**config.mk**
```make
export PLATFORM = sky130hd
export DESIGN_NAME = pipel_result_fifo_flat
export DESIGN_NICKNAME = d
export VERILOG_FILES = /design/src/rtl/pipel_result_fifo_if.sv /design/src/rtl/pipel_result_fifo.sv /design/src/flat_wrapper.sv
export SDC_FILE = /design/constraint.sdc
export NUM_CORES = 1
export LEC_CHECK = 0
export CAP_MARGIN = 40
export CORE_MARGIN = 2
export CORE_UTILIZATION = 25
export DETAILED_ROUTE_END_ITERATION = 7
export GPL_TIMING_DRIVEN = 0
export RECOVER_POWER = 100
export SLEW_MARGIN = 10
export SYNTH_ARGS = -nofsm -noshare
export SYNTH_HDL_FRONTEND = slang
export SYNTH_SLANG_ARGS = --single-unit
export TNS_END_PERCENT = 5
```
**constraint.sdc**
```tcl
create_clock -name clk -period 3.4 [get_ports clk]
set_input_delay 0.85 -clock clk [delete_from_list [all_inputs] [get_ports clk]]
set_output_delay 0.85 -clock clk [all_outputs]
set_load 0.02 [all_outputs]
```
**src/rtl/pipel_result_fifo_if.sv**
```systemverilog
// Handshake bundle between the arithmetic pipeline, the result FIFO and its consumer.
interface pipel_result_fifo_if #(
  parameter int N = 20
) ();
  logic         in_valid;
  logic [N-1:0] pipe_f;
  logic [N-1:0] out_data;
  logic         out_valid;
  logic         out_ready;

  modport master (
    output in_valid, pipe_f, out_ready,
    input  out_data, out_valid
  );

  modport slave (
    input  in_valid, pipe_f, out_ready,
    output out_data, out_valid
  );
endinterface

```
**src/rtl/pipel_result_fifo.sv**
```systemverilog
// Captures results of the non-stalling pipel pipeline into a small FIFO with a valid/ready output.
// Optional feature macro: PIPEL_RESULT_DROP_CNT_EN builds the saturating drop counter.
module pipel_result_fifo #(
  parameter int N       = 20,
  parameter int LATENCY = 5,
  parameter int DEPTH   = 8
) (
  input  logic                     clk,
  input  logic                     rst_n,
  pipel_result_fifo_if.slave       bus,
  output logic [$clog2(DEPTH):0]   count,
  output logic                     full,
  output logic                     empty,
  output logic                     overflow,
  input  logic                     clr_ovf,
  output logic [7:0]               drop_cnt
);

  localparam int AW = $clog2(DEPTH);
  localparam int CW = AW + 1;

  logic [LATENCY-1:0] vld_sr;
  logic [N-1:0]       mem [DEPTH];
  logic [AW-1:0]      wr_ptr;
  logic [AW-1:0]      rd_ptr;
  logic               cap;
  logic               push;
  logic               pop;
  logic               drop;

  assign cap  = vld_sr[LATENCY-1];
  assign full = (count == CW'(DEPTH));
  assign empty = (count == '0);
  assign pop  = bus.out_valid & bus.out_ready;
  assign push = cap & (~full | pop);
  assign drop = cap & full & ~pop;

  assign bus.out_valid = ~empty;
  assign bus.out_data  = mem[rd_ptr];

  // Valid delay line: mirrors the pipeline latency so cap lines up with pipe_f
  always_ff @(posedge clk or negedge rst_n) begin
    if (!rst_n) begin
      vld_sr <= '0;
    end else begin
      vld_sr[0] <= bus.in_valid;
      for (int i = 1; i < LATENCY; i++) begin
        vld_sr[i] <= vld_sr[i-1];
      end
    end
  end

  // FIFO storage and pointers; full/empty come from count, so pointers just wrap
  always_ff @(posedge clk or negedge rst_n) begin
    if (!rst_n) begin
      for (int i = 0; i < DEPTH; i++) begin
        mem[i] <= '0;
      end
      wr_ptr <= '0;
      rd_ptr <= '0;
      count  <= '0;
    end else begin
      if (push) begin
        mem[wr_ptr] <= bus.pipe_f;
        wr_ptr      <= wr_ptr + AW'(1);
      end
      if (pop) begin
        rd_ptr <= rd_ptr + AW'(1);
      end
      case ({push, pop})
        2'b10:   count <= count + CW'(1);
        2'b01:   count <= count - CW'(1);
        default: count <= count;
      endcase
    end
  end

  // Drop reporting: a drop in the same cycle as a clear takes priority
  always_ff @(posedge clk or negedge rst_n) begin
    if (!rst_n) begin
      overflow <= 1'b0;
    end else if (drop) begin
      overflow <= 1'b1;
    end else if (clr_ovf) begin
      overflow <= 1'b0;
    end
  end

`ifdef PIPEL_RESULT_DROP_CNT_EN
  always_ff @(posedge clk or negedge rst_n) begin
    if (!rst_n) begin
      drop_cnt <= 8'd0;
    end else if (drop && clr_ovf) begin
      drop_cnt <= 8'd1;
    end else if (clr_ovf) begin
      drop_cnt <= 8'd0;
    end else if (drop && (drop_cnt != 8'hFF)) begin
      drop_cnt <= drop_cnt + 8'd1;
    end
  end
`else
  assign drop_cnt = 8'd0;
`endif

endmodule

```
**src/flat_wrapper.sv**
```systemverilog
// flat-port wrapper written by rule: the top's interface ports become plain ports
module pipel_result_fifo_flat 
#(
  parameter int N       = 20,
  parameter int LATENCY = 5,
  parameter int DEPTH   = 8
)
  (clk, rst_n, count, full, empty, overflow, clr_ovf, drop_cnt, bus_in_valid, bus_pipe_f, bus_out_ready, bus_out_data, bus_out_valid);
  pipel_result_fifo_if #(.N(N)) bus_i ();
  input  logic clk;
  input  logic rst_n;
  output logic [$clog2(DEPTH):0] count;
  output logic full;
  output logic empty;
  output logic overflow;
  input  logic clr_ovf;
  output logic [7:0] drop_cnt;
  input wire logic [$bits(bus_i.in_valid)-1:0] bus_in_valid;
  input wire logic [$bits(bus_i.pipe_f)-1:0] bus_pipe_f;
  input wire logic [$bits(bus_i.out_ready)-1:0] bus_out_ready;
  output wire logic [$bits(bus_i.out_data)-1:0] bus_out_data;
  output wire logic [$bits(bus_i.out_valid)-1:0] bus_out_valid;
  assign bus_i.in_valid = bus_in_valid;
  assign bus_i.pipe_f = bus_pipe_f;
  assign bus_i.out_ready = bus_out_ready;
  assign bus_out_data = bus_i.out_data;
  assign bus_out_valid = bus_i.out_valid;
  pipel_result_fifo #(.N(N), .LATENCY(LATENCY), .DEPTH(DEPTH)) u_core (.clk(clk), .rst_n(rst_n), .bus(bus_i), .count(count), .full(full), .empty(empty), .overflow(overflow), .clr_ovf(clr_ovf), .drop_cnt(drop_cnt));
endmodule
```
==> metrics.txt <==
number of buffers created by CTS=17; number of buffers added on ports=52; Post-Syn Area per Cell=16.4 um2; io pins=a little over 60; count of TritonRoute iterations in the first routing pass=4; peak supply drop=between 0.4 and 0.5 mV; critical path endpoint=bus_out_data[8]; Iter 0 DRT Violations=~200; Post-Route WL=between 15,000 and 20,000 um; depth of the most critical reg-to-reg path=10; internal power component=slightly above 0.007 W; required time at the worst-slack endpoint=2.55 ns; post-synthesis compound-gate area fraction=less than 1%; initial standard-cell utilization of the core=~25%; share of synthesized area spent on multiplexers=between 30% and 40%; initial antenna violation count=0; number of failing hold endpoints at the final stage=0; clock period minus final worst setup slack=roughly 3.4 ns; drc violations=0; Die Outline Area=~0.033 mm2; clock tree from TritonCTS=done; number of nets at the end of the flow=about 600; combinational share of power=43.1%; count of H-tree levels built during CTS=4; Critical-path top delay cell=sky130_fd_sc_hd__clkdlybuf4s50_1; critical-path cell list=buf_6, mux4_2, mux2_2, clkdlybuf4s50_1; Final Cycle Share=a little over nine tenths; # diodes=0; cell count after synthesis=just under 500; Die Span Y=roughly 180 um; post-synthesis share of cell area spent on and, or, nand and nor gates=2.09%; pwr dens=1070 mW/mm2; switching power share of the total=roughly 31%; post-route antenna net violation count=0; wire length of the first global-routing pass=27,100 um; PnR Total Power=0.0104 W; number of maximum-capacitance violations=1; startpoint type of the worst setup path=flip-flop; minimum setup slack after placement=just under 0.08 ns; met3 Usage GRT=2.85%; count of unique library cells instantiated by Yosys=32; achievable frequency=between 200 and 300 MHz; number of cell rows=65; combinational family with the most area after synthesis=multiplexers; cell family with the largest share of critical-path delay=multiplexers; post-layout worst setup margin=~0.047 ns; Post-Syn Area=0.00795 mm2; total global-route track usage=between 10 and 15%; Die W=between 150 and 200 um; failing checks=max-capacitance violations, max-slew violations; unrepaired setup endpoints after global routing=true; HPWL after detailed placement=10,800 um; total via count in the routed design=between 4,000 and 5,000; WL per Instance=17.2 um; Worst R2R Start=u_core.count[1]; worst slew slack as a fraction of its limit=-38.9%; yosys warns=0; busiest grt layer=met2; data arrival time of the worst path=2.50 ns; maximum clock path buffer count=2; Worst path max stage delay=0.55 ns; core area=0.0314 mm2; launching instance or port of the critical path=u_core.rd_ptr[0]; xor and xnor fraction of the mapped netlist area=less than 1%; hold bufs inserted after CTS=0; count of cell instances traversed by the critical path=4; class of the tightest hold or removal check=flip-flop to flip-flop; global route overflow=0; number of global-route vias before repair=about 4,700; buffer and inverter count on the worst path=2; outcome=complete, but fails checks; met2 usage in global routing=17.2%; critical path class=flip-flop to output port; adder-cell area share of the yosys netlist=less than 1%; Worst Clk Skew=roughly 0.011 ns; count of final max-slew check failures=82; clock network fraction of design power=a little over a fifth; worst-skew pair later-pin latency=0.43 ns; Post-CTS Repair Setup Buffers=0; WHS=around 0.35 ns; leakage power summed over all cells=4.07 nW; terminus of the critical flop-to-flop path=u_core.count[2]; final setup violation count=0; buffer cell driving the clock tree root=sky130_fd_sc_hd__clkbuf_16; power share of the sequential group=between 30% and 40%; utilization after layout=between 30% and 40%; worst reg2reg setup slack=0.68 ns; kind of end point of the critical path=output port; Psw=~0.0032 W; clock slew at reported path FFs=0.07 ns; pin count of the biggest net entering global routing=97; Sink Count=between 150 and 200; Routability Congestion=roughly 0.7; Worst Path Max Fanout=10; Seq cells post-synth=~180; layout cell share with drive strength beyond 1=47.2%; met1 Resource Use GR=14.8%; area added between synthesis and finish=22.1%; sequential fraction of the synthesis area=55.4%; Via density=4.41; slew at the pin with the worst max-slew slack=2.08 ns
==> worst min-delay path by stage <==
stage	from	slack [ns]	to	cells past startpoint
4_1_cts	u_core.vld_sr[0]	0.35	u_core.vld_sr[1]	0
5_1_grt	u_core.vld_sr[0]	0.36	u_core.vld_sr[1]	0
3_3_place_gp	u_core.vld_sr[2]	0.33	u_core.vld_sr[3]	0
2_1_floorplan	u_core.vld_sr[0]	0.33	u_core.vld_sr[1]	0
6_report	u_core.vld_sr[1]	0.35	u_core.vld_sr[2]	0
3_5_place_dp	u_core.vld_sr[0]	0.33	u_core.vld_sr[1]	0
==> sequential cells by signal, summed over array words and instances (netlist names) <==
signal	flops
u_core.vld_sr	5
u_core.rd_ptr	3
u_core.wr_ptr	3
u_core.count	4
u_core.mem	160
u_core.overflow	1
==> metal layers <==
layer | part of all wire (%) | up-vias | routed length, um
met5 | 0 | - | 0
met4 | 0.85 | 0 | 143
met3 | 3.0 | 10 | 499
met2 | 48 | 51 | 8130
met1 | 48 | 2314 | 8100
li1 | - | 1953 | -
==> power groups by stage <==
stage                     logic (W)  registers (W)  clock network, W
after floorplan             0.00319        0.00355                 0
after global placement      0.00450        0.00367                 0
after detailed placement    0.00461        0.00369                 0
after CTS                   0.00466        0.00366           0.00231
after global routing        0.00484        0.00379           0.00239
final                       0.00447        0.00366           0.00224
==> synthesized netlist by cell type, drive strengths merged <==
master | count | area (um2)
a21oi | 1 | 5.00
nand3 | 5 | 25.0
inv | 3 | 11.3
o22ai | 1 | 6.26
ha | 5 | 62.6
clkbuf | 4 | 15.0
nor2b | 2 | 12.5
and2 | 2 | 15.0
nand3b | 2 | 15.0
nand2 | 3 | 11.3
nand2b | 1 | 6.26
and4 | 1 | 8.76
nor3 | 2 | 10.0
nor4b | 1 | 8.76
nor4 | 1 | 6.26
dfrtp | 176 | 4400
a2111oi | 1 | 8.76
or4 | 1 | 11.3
mux4 | 40 | 901
conb | 1 | 3.75
buf | 34 | 221
nor2 | 3 | 11.3
nand4 | 4 | 25.0
mux2 | 183 | 2060
xnor2 | 5 | 43.8
xor2 | 4 | 35.0
==> through the flow <==
stage / setup TNS (ns) / cell area, um2 / cells
2_1_floorplan: 0 / 7980 / 493
3_3_place_gp: -1082.75 / 9000 / 947
3_5_place_dp: 0 / 9060 / 951
4_1_cts: 0 / 9790 / 982
5_1_grt: -0.382 / 9710 / 982
6_report: 0 / 9710 / 982
==> cells in the final DEF (no fill, tap or decap), drive strengths merged, types with 4 or more instances in the layout <==
master | synthesis | layout
mux2 | 183 | 183
dlymetal6s2s | 0 | 4
dfrtp | 176 | 176
xor2 | 4 | 4
conb | 1 | 8
buf | 34 | 19
bufinv | 0 | 5
dlygate4sd3 | 0 | 10
clkbuf | 4 | 41
inv | 3 | 9
nand3 | 5 | 5
clkdlybuf4s50 | 0 | 36
xnor2 | 5 | 5
mux4 | 40 | 40
ha | 5 | 5
nand4 | 4 | 4
==> layout make-up <==
class / instances / area (um2)
clock inverters: 14 / 245
repair buffers: 56 / 569
clock buffers: 18 / 439
inverters: 3 / 11.3
flip-flops and latches: 176 / 4410
plain buffers: 37 / 219
fillers: 3140 / 21700
well taps: 402 / 503
multi-input cells: 276 / 3320
==> logic make-up (layout without fill, tap and decap cells) <==
kind of cell | Yosys count | in the layout
flip-flops | 176 | 176
buffers and inverters | 41 | 128
XOR/XNOR | 9 | 9
adder cells (fa/ha/maj) | 5 | 5
AO/OA/AOI/OAI | 3 | 3
multiplexers | 223 | 223
other | 1 | 8
AND/OR/NAND/NOR | 28 | 28
==> what timing repair did <==
| item | CTS | global route |
|---|---|---|
| endpoints found under the setup margin | 20 | 18 |
| resized for setup | 19 | 5 |
| hold endpoints to repair | 0 | 0 |
| pin swaps | 0 | 0 |
==> worst register-to-register path, delay by kind of cell, from the launching register on <==
kind / cells / cell delay, ns
compound gates: 1 / 0.14
xor+xnor: 3 / 0.46
fa+ha+maj: 2 / 0.51
buf+inv: 1 / 0.20
flops: 1 / 0.46
simple gates: 3 / 0.82
No activity file was read; power rests on OpenSTA's default activity.
